==> src/rtl/dac_spi_seq.sv <==
// AD9148 SPI init sequencer: pulses the DAC reset, replays a register table,
// then serves single host transactions with optional 8-bit read-back.
module dac_spi_seq #(
    parameter int CLKDIV     = 4,
    parameter int RST_CYCLES = 256,
    parameter int TBL_LEN    = 32,
    localparam int AW        = (TBL_LEN > 1) ? $clog2(TBL_LEN) : 1
) (
    input  logic          clk,
    input  logic          rstn,
    input  logic          start,
    output logic          busy,
    output logic          done,
    output logic [AW-1:0] tbl_addr,
    input  logic [15:0]   tbl_data,
    input  logic          host_valid,
    output logic          host_ready,
    input  logic [15:0]   host_word,
    output logic [7:0]    rdata,
    output logic          rvalid,
    output logic          dac_spi_rstn,
    output logic          dac_spi_cs_n,
    output logic          dac_spi_sclk,
    output logic          dac_spi_mosi,
    input  logic          dac_spi_miso
);

    localparam int CMAX = (RST_CYCLES > 2 * CLKDIV) ? RST_CYCLES : 2 * CLKDIV;
    localparam int CW   = $clog2(CMAX) + 1;
    localparam logic [CW-1:0] RST_LAST  = CW'(RST_CYCLES - 1);
    localparam logic [CW-1:0] HALF_LAST = CW'(CLKDIV - 1);
    localparam logic [CW-1:0] GAP_LAST  = CW'(2 * CLKDIV - 1);
    localparam logic [AW:0]   TBL_END   = (AW + 1)'(TBL_LEN);
    localparam logic [5:0]    PH_LAST   = 6'd32;

    typedef enum logic [2:0] {IDLE, RST, RWAIT, FETCH, SHIFT, GAP, HOST} state_t;

    state_t        state_q, state_d;
    logic [CW-1:0] cnt_q, cnt_d;
    logic [5:0]    ph_q, ph_d;
    logic [AW:0]   idx_q, idx_d;
    logic [15:0]   sr_q, sr_d;
    logic [7:0]    rsh_q, rsh_d;
    logic [7:0]    rdata_q, rdata_d;
    logic          is_rd_q, is_rd_d;
    logic          is_tbl_q, is_tbl_d;
    logic          rvalid_q, rvalid_d;
    logic          done_q, done_d;
    logic          sclk_q, sclk_d;
    logic          mosi_q, mosi_d;
    logic          busy_q, hready_q, cs_n_q, spi_rstn_q;
    logic [AW-1:0] addr_q;

    // A frame is phase 0 (cs_n setup, sclk low) followed by 32 sclk half-phases;
    // odd phases are high, and the final low phase doubles as the cs_n hold.
    always_comb begin
        state_d  = state_q;
        cnt_d    = cnt_q;
        ph_d     = ph_q;
        idx_d    = idx_q;
        sr_d     = sr_q;
        rsh_d    = rsh_q;
        rdata_d  = rdata_q;
        is_rd_d  = is_rd_q;
        is_tbl_d = is_tbl_q;
        rvalid_d = 1'b0;
        done_d   = done_q;
        sclk_d   = sclk_q;
        mosi_d   = mosi_q;
        case (state_q)
            IDLE: begin
                cnt_d = '0;
                if (start) begin
                    state_d  = RST;
                    done_d   = 1'b0;
                    is_tbl_d = 1'b1;
                end else if (host_valid && hready_q) begin
                    state_d  = HOST;
                    sr_d     = host_word;
                    is_tbl_d = 1'b0;
                end
            end
            RST: begin
                if (cnt_q == RST_LAST) begin
                    cnt_d   = '0;
                    state_d = RWAIT;
                end else begin
                    cnt_d = cnt_q + 1'b1;
                end
            end
            RWAIT: begin
                idx_d = '0;
                if (cnt_q == RST_LAST) begin
                    cnt_d   = '0;
                    state_d = FETCH;
                end else begin
                    cnt_d = cnt_q + 1'b1;
                end
            end
            FETCH: begin
                // Cycle 0 presents the address, cycle 1 sees the table word.
                if (cnt_q == '0) begin
                    cnt_d = cnt_q + 1'b1;
                end else begin
                    cnt_d   = '0;
                    ph_d    = '0;
                    sr_d    = tbl_data;
                    is_rd_d = tbl_data[15];
                    mosi_d  = tbl_data[15];
                    state_d = SHIFT;
                end
            end
            HOST: begin
                cnt_d   = '0;
                ph_d    = '0;
                is_rd_d = sr_q[15];
                mosi_d  = sr_q[15];
                state_d = SHIFT;
            end
            SHIFT: begin
                // mosi moves one cycle into a low phase, well clear of both sclk edges.
                if (!ph_q[0] && (ph_q != '0) && (cnt_q == '0)) begin
                    if (ph_q == PH_LAST) begin
                        mosi_d = 1'b0;
                    end else begin
                        sr_d   = {sr_q[14:0], 1'b0};
                        mosi_d = sr_q[14];
                    end
                end
                if (cnt_q == HALF_LAST) begin
                    cnt_d = '0;
                    if (ph_q == PH_LAST) begin
                        state_d = GAP;
                        if (is_rd_q) begin
                            rdata_d  = rsh_q;
                            rvalid_d = 1'b1;
                        end
                    end else begin
                        ph_d   = ph_q + 6'd1;
                        sclk_d = ~ph_q[0];
                        if (!ph_q[0]) begin
                            rsh_d = {rsh_q[6:0], dac_spi_miso};
                        end
                    end
                end else begin
                    cnt_d = cnt_q + 1'b1;
                end
            end
            GAP: begin
                if (cnt_q == GAP_LAST) begin
                    cnt_d = '0;
                    if (is_tbl_q) begin
                        idx_d = idx_q + 1'b1;
                        if ((idx_q + 1'b1) == TBL_END) begin
                            done_d  = 1'b1;
                            state_d = IDLE;
                        end else begin
                            state_d = FETCH;
                        end
                    end else begin
                        state_d = IDLE;
                    end
                end else begin
                    cnt_d = cnt_q + 1'b1;
                end
            end
            default: state_d = IDLE;
        endcase
    end

    always_ff @(posedge clk or negedge rstn) begin
        if (!rstn) begin
            state_q    <= IDLE;
            cnt_q      <= '0;
            ph_q       <= '0;
            idx_q      <= '0;
            sr_q       <= '0;
            rsh_q      <= '0;
            rdata_q    <= '0;
            is_rd_q    <= 1'b0;
            is_tbl_q   <= 1'b0;
            rvalid_q   <= 1'b0;
            done_q     <= 1'b0;
            sclk_q     <= 1'b0;
            mosi_q     <= 1'b0;
            busy_q     <= 1'b0;
            hready_q   <= 1'b0;
            cs_n_q     <= 1'b1;
            spi_rstn_q <= 1'b1;
            addr_q     <= '0;
        end else begin
            state_q    <= state_d;
            cnt_q      <= cnt_d;
            ph_q       <= ph_d;
            idx_q      <= idx_d;
            sr_q       <= sr_d;
            rsh_q      <= rsh_d;
            rdata_q    <= rdata_d;
            is_rd_q    <= is_rd_d;
            is_tbl_q   <= is_tbl_d;
            rvalid_q   <= rvalid_d;
            done_q     <= done_d;
            sclk_q     <= sclk_d;
            mosi_q     <= mosi_d;
            busy_q     <= (state_d != IDLE);
            hready_q   <= (state_d == IDLE);
            cs_n_q     <= (state_d != SHIFT);
            spi_rstn_q <= (state_d != RST);
            addr_q     <= idx_d[AW-1:0];
        end
    end

    assign busy         = busy_q;
    assign done         = done_q;
    assign tbl_addr     = addr_q;
    assign host_ready   = hready_q;
    assign rdata        = rdata_q;
    assign rvalid       = rvalid_q;
    assign dac_spi_rstn = spi_rstn_q;
    assign dac_spi_cs_n = cs_n_q;
    assign dac_spi_sclk = sclk_q;
    assign dac_spi_mosi = mosi_q;

endmodule

==> config.mk <==
export PLATFORM = sky130hd
export DESIGN_NAME = dac_spi_seq
export DESIGN_NICKNAME = d
export VERILOG_FILES = /design/src/rtl/dac_spi_seq.sv
export SDC_FILE = /design/constraint.sdc
export NUM_CORES = 1
export LEC_CHECK = 0
export CAP_MARGIN = 20
export CORE_MARGIN = 2
export CORE_UTILIZATION = 30
export DETAILED_ROUTE_END_ITERATION = 8
export PLACE_DENSITY = 0.5
export REMOVE_ABC_BUFFERS = 1
export SLEW_MARGIN = 40
export SYNTH_ARGS = -nofsm -noshare
export SYNTH_HDL_FRONTEND = slang
export SYNTH_SLANG_ARGS = --single-unit
==> constraint.sdc <==
create_clock -name clk -period 5.1 [get_ports clk]
set_input_delay 0.765 -clock clk [delete_from_list [all_inputs] [get_ports clk]]
set_output_delay 0.765 -clock clk [all_outputs]
set_load 0.05 [all_outputs]
==> impl_results.md <==
* Gr usage total at 0.134
* CTS Hold Bufs at 0
* Setup_tns at 0 ns
* Max incr delay on CP at 0.48 ns
* Main synth FF type: dfrtp_1
* Slew Limit Fails at 0
* Post-route DRC violation count at 0
* Inst Count DP at ~530
* Main combinational cell family by area after synthesis: simple AND/OR/NAND/NOR gates
* Synth area leaders: dfrtp_1 (47%), mux2_2 (6.0%), nand2_1 (4.6%)
* Clock skew at approximately 0.0096 ns
* Initial Util at 0.311
* Core Rows at 38
* Cell leakage power at 1.91 nW
* Synth Area in Compound Gates at 0.165
* Slowest CP cell: nor4b_1
* Post-CTS Resized at 0
* DRT Pass-1 Iters at 5
* Clk sink count at 66
* Final net count at 444
* Number of setup buffers added after CTS at 0
* H-tree depth at 3
* Setup crit end kind: flip-flop
* Worst Path Buf+Inv at 1
* Post-synth EDFFs at 0
* Critical path fanouts, max at 5
* Largest area contributor in the synthesized netlist: dfrtp_1
* DP HPWL at about 5.4 mm
* Post-Syn Area at roughly 0.0034 mm^2
* Layout fillers at 1076
* Post-route core utilization at 0.404
* RSZ-0062 raised after global routing: false
* Count leader, synth: dfrtp_1
* CTS tree: built
* Status: finished clean
* Pwr dens at 290 mW/mm^2
* Library cells used by synthesis at 57
* Detail Route Antenna Nets at 0
* Largest net degree at the start of global routing at 67
* Hold Violations, Final at 0
* Final setup viols at 0
* Vias per inst at 5.03
* Final min period at 2.78 ns
* Worst rel slew slack at 0.490
* Max cap viols at 0
* Setup crit start kind: flip-flop
* Avg Inst Size Synth at 9.80 um^2
* Ys async rst share at 1.00
* #FFs+latches synth at 66
* Clk_lat worst skew at about 0.33 ns
* Worst Tran Pin Value at around 0.76 ns
* Maximum vdd drop at around 0.16 mV
* Core ar. at around 0.011 mm^2
* Setup CP Type: flip-flop to flip-flop
* Post-Synth XOR/XNOR Area at 0.0180
* CTS buffer count at 9
* Worst min path class: flip-flop to flip-flop
* Register area share after synthesis at 0.486
* Initial antenna violation count at 0
* Root buf cell: clkbuf_16
* Post-synth top area share at 0.471
* Hold WS at about 0.48 ns
* Number of global-route vias before repair at 2847
* PortBufs at 57
* Fmax at 359 MHz
* Share of layout cells above drive strength 1 at 0.128
* CP Cell Sequence: ha_1 > and2_1 > and3_1 > ha_1 > mux2i_1 > o21ai_0 > and3_1 > nor4b_1 > inv_1 > or3_1
* Critical Path AT at 2.98 ns
* Clk slew on worst S/H paths at about 0.060 ns
* Synth cell count leaders: dfrtp_1 (64), nand2_1 (42), nor2_1 (34), mux2_2 (18), a22oi_1 (17)
* Worst EP required at ~5.3 ns
* Adder-cell share of the synthesized area at 0.0258
* Multiplexer share of the synthesized area at 0.0655
* Gr ovfl total at 0
* Post-synthesis simple-gate area fraction at 0.194
* Vias at roughly 2700
* Antenna Cells at 0
* DR WL/cell at 14.0 um
* First-pass GRT wire length at ~14 mm
* Final period utilization at 0.546
* Fin cells at approximately 550
* Gpl congestion at 0.830
* Die Width at 110 um
* Ys Warns at 0
* First DRT Iteration DRCs at 94
* Crit path max-delay family: simple AND/OR/NAND/NOR gates
* Die area at between 0.01 and 0.015 mm^2
* Bufs on Longest Clock Path at 2
* Die H at 110 um
* Area grow syn2layout at 29.8%
* Cells after synthesis at 347
* Detailed Route WL at 7.65 mm
* # IOs at 58
[cell type report]
class                   count  area [um^2]  area share
clock buffers              10          239      0.0542
multi-input cells         247         1600       0.362
flip-flops and latches     66         1650       0.375
well taps                 140          175      0.0397
repair buffers             60          592       0.134
clock inverters             6         95.1      0.0215
inverters                  16         60.1      0.0136
[cells by family after synthesis]
kind of cell,Yosys count
AND/OR/NAND/NOR,130
XOR/XNOR,7
adder cells (fa/ha/maj),7
AO/OA/AOI/OAI,83
multiplexers,20
buffers and inverters,34
flip-flops,66
[report_power, final]
part / total, W / switching, W / internal, W
Combinational: 0.0000531 / 0.0000208 / 0.0000323
Clock: 0.000692 / 0.000245 / 0.000447
Sequential: 0.000536 / 0.00000480 / 0.000531
[routing by layer]
layer  vias to the layer above  GRT usage  part of all wire
met1                      1309      0.179              0.48
met2                        75      0.209              0.45
met4                         0     0.0350            0.0048
met5                         -          0                 0
li1                       1356          -                 -
met3                         2     0.0467             0.069
[through the flow]
step | area, um^2 | setup slack [ns] | power (W)
after floorplan | 3300 | 1.87 | 0.000557
after CTS | 4410 | 2.31 | 0.00130
after detailed placement | 4080 | 2.33 | 0.000600
final | 4410 | 2.32 | 0.00128
after global routing | 4410 | 2.10 | 0.00133
after global placement | 4070 | 2.44 | 0.000600
[worst register-to-register path, cell delays in order, from the launching register on]
cell     delay (ns)
dfrtp_1        0.41
ha_1           0.24
and2_1         0.21
and3_1         0.21
ha_1           0.23
mux2i_1        0.13
o21ai_0        0.09
and3_1         0.17
nor4b_1        0.48
inv_1          0.13
or3_1          0.37
[sequential cells by signal (all words and copies together) (netlist names)]
| signal | flops |
|---|---|
| busy | 1 |
| cnt_q | 9 |
| dac_spi_cs_n | 1 |
| dac_spi_mosi | 1 |
| dac_spi_rstn | 1 |
| dac_spi_sclk | 1 |
| done | 1 |
| host_ready | 1 |
| idx_q | 6 |
| is_rd_q | 1 |
| is_tbl_q | 1 |
| ph_q | 6 |
| rdata | 8 |
| rsh_q | 8 |
| rvalid | 1 |
| sr_q | 16 |
| state_q | 3 |
[final timing paths]
path                             to      from  cells after the start  slack, ns
setup / recovery               busy  cnt_q[0]                     10       2.32
hold / removal                 done      done                      2       0.48
setup reg to reg               busy  cnt_q[0]                     10       2.32
hold reg to reg                done      done                      2       0.48
max in group asynchronous  cnt_q[5]      rstn                      2       4.14
min in group asynchronous      busy      rstn                      2       0.52
[layout by cell type (no fill, tap or decap), types with 6 or more instances in the layout]
cell type / instances
nand2_1: 42
clkbuf_16: 9
mux2_2: 18
clkdlybuf4s50_1: 56
nor3_1: 6
a21oi_1: 10
inv_1: 16
ha_1: 7
a31oi_1: 16
nor2_1: 33
a22oi_1: 17
o21ai_0: 15
nand4_1: 7
dfrtp_1: 64
(Power assumes the default switching activity.)
==> RTL edit (same flow settings) <==
Re-encode `state_t` (7 states) as one-hot, 7 bits wide.
--- a/src/rtl/dac_spi_seq.sv
+++ b/src/rtl/dac_spi_seq.sv
@@ -33,7 +33,7 @@
     localparam logic [AW:0]   TBL_END   = (AW + 1)'(TBL_LEN);
     localparam logic [5:0]    PH_LAST   = 6'd32;
 
-    typedef enum logic [2:0] {IDLE, RST, RWAIT, FETCH, SHIFT, GAP, HOST} state_t;
+    typedef enum logic [6:0] {IDLE = 7'b0000001, RST = 7'b0000010, RWAIT = 7'b0000100, FETCH = 7'b0001000, SHIFT = 7'b0010000, GAP = 7'b0100000, HOST = 7'b1000000} state_t;
 
     state_t        state_q, state_d;
     logic [CW-1:0] cnt_q, cnt_d;
Function: no difference found for any inputs over 10 cycles, from zero or initial values and one cycle with rstn low; not proved beyond that.
==> RTL edit against the unedited design <==
Via count increased by 9.0%; routed wire length increased by 18%; setup slack got worse by 140 ps; final cell count increased by 9.5%; design area increased by 8.7%; synthesized area increased by 12%; worst hold slack got worse by 83 ps; sequential cell count increased by 4.
Power is not compared: it rests on default switching activity, and its combinational part moved more than twofold at a synthesized area within 25%.
==> RTL edit: results (changes against the unedited design) <==
status completed; post_cts resized 0 (unchanged); CP max FO 18 (+13); GPL Wtd Cong 0.854 (+3.0%); Synth warnings 0 (unchanged); CTS HTree Levels 3 (unchanged); Compound-Gate Fraction of Synth Area 16.2% (-0.30 points); Clock Pin Slew Worst Setup and Hold Paths 60 ps (about the same); Slew HR 54.0% (+5.0 points); ANT cells 0 (unchanged); Adder-Cell Fraction of Synth Area 2.29% (-0.28 points); layout cells sized above 1 13.6% (+0.81 points); Root Driver clkbuf_16; met1 GRT Util 19.2% (+1.3 points); dpl ws 1800 ps (-528 ps); Area contributors post-synth dfrtp_1 (44%), mux2_2 (6.5%), nand3_1 (4.1%); drt pass-1 iters 4 (-1); IO buf count 57 (unchanged); Leakage Power 2.12 nW; placed cell count 580 (+9.6%); xor-xnor portion of the synthesized cell area 1.15% (-0.66 points); drt initial violations 157 (+67%); Tot GR Track Use 14.2% (+0.83 points); Worst path slowest cell and2_1; Syn Area/Cell 10.2 um2 (+4.2%); Hold Crit Class in -> async; Routed wire per std cell 15.1 um (+7.7%); vias in the first global route 3011 (+5.8%); Final nets 464 (+4.5%); global-route wire length before repair 15200 um (+11%); mux cell area share after synthesis 9.44% (+2.9 points); # setup viols final 0 (unchanged); sequential area share after synthesis 46.0% (-2.7 points); Max Clock Skew 7.40 ps (-2.16 ps); maximum vdd drop 190 uV; vias per cell 5.01 (-0.45%); largest stage delay on the critical path 640 ps (+160 ps); Worst Path Arrival 3120 ps (+140 ps); GRT met3 Usage 3.14% (-1.5 points); DPL Wire Length 6450 um (+20%); post-CTS setup repair buffer count 0 (unchanged); placed inst area 4480 um2 (+9.9%); most frequent cells after synthesis dfrtp_1 (67), nand2_1 (38), nand3_1 (31), mux2_2 (22), inv_1 (19); met2 Use GR 22.0% (+1.2 points); Netlist cell types 58 (+1.8%); largest net degree at the start of global routing 52 (-22%); asr flop ratio synth 100% (unchanged); fillers 1306 (+21%); dominant synthesized flop cell dfrtp_1; Non-Filler Instances 597 (+9.5%)
-- RTL edit: changes by cell type after synthesis, moves of 5 or more --
cell | unedited run | this run
nor2_1 | 34 | 14
and2_1 | 2 | 7
nand3_1 | 4 | 31
mux2_1 | 0 | 10
a31oi_1 | 16 | 3
-- RTL edit: metal layers --
metal  vias to the layer above  share of wire (%)  wire length, um
met5                         -                  0                0
met2                        55                 47             4260
met3                        13                5.0              448
met1                      1453                 46             4120
li1                       1469                  -                -
met4                         0                2.2              194
-- RTL edit: power breakdown --
part           internal (mW)  switching, mW  leakage (nW)  total [mW]
clock network          0.380          0.237         0.146       0.616
registers              0.691          0.111         0.911       0.802
logic                  0.265          0.359          1.06       0.624
total                   1.34          0.707          2.12        2.04
-- RTL edit: worst paths after layout --
check / start / endpoint / slack [ps] / cells after the start
setup / recovery: state_q[4] / sr_q[12] / 2180 / 6
hold / removal: rstn / host_ready / 390 / 1
min in group clk: sr_q[4] / sr_q[4] / 490 / 1
hold reg to reg: sr_q[4] / sr_q[4] / 490 / 1
setup reg to reg: state_q[4] / sr_q[12] / 2180 / 6
max in group asynchronous: rstn / sr_q[12] / 3680 / 2
-- RTL edit: worst register-to-register path: stages (launching register included) --
cell,delay [ps]
dfrtp_1,490
nor4b_2,410
and2_1,640
nor2_1,230
a211oi_4,410
buf_4,270
mux2_1,350
-- RTL edit: area by class of cell --
type / instances / area (um2) / area share, %
Clock buffer: 9 / 225 / 4.70
Tap cell: 172 / 215 / 4.49
Sequential cell: 70 / 1760 / 36.6
Timing Repair Buffer: 59 / 581 / 12.1
Inverter: 19 / 71.3 / 1.49
Multi-Input combinational cell: 261 / 1870 / 39.1
Clock inverter: 7 / 73.8 / 1.54
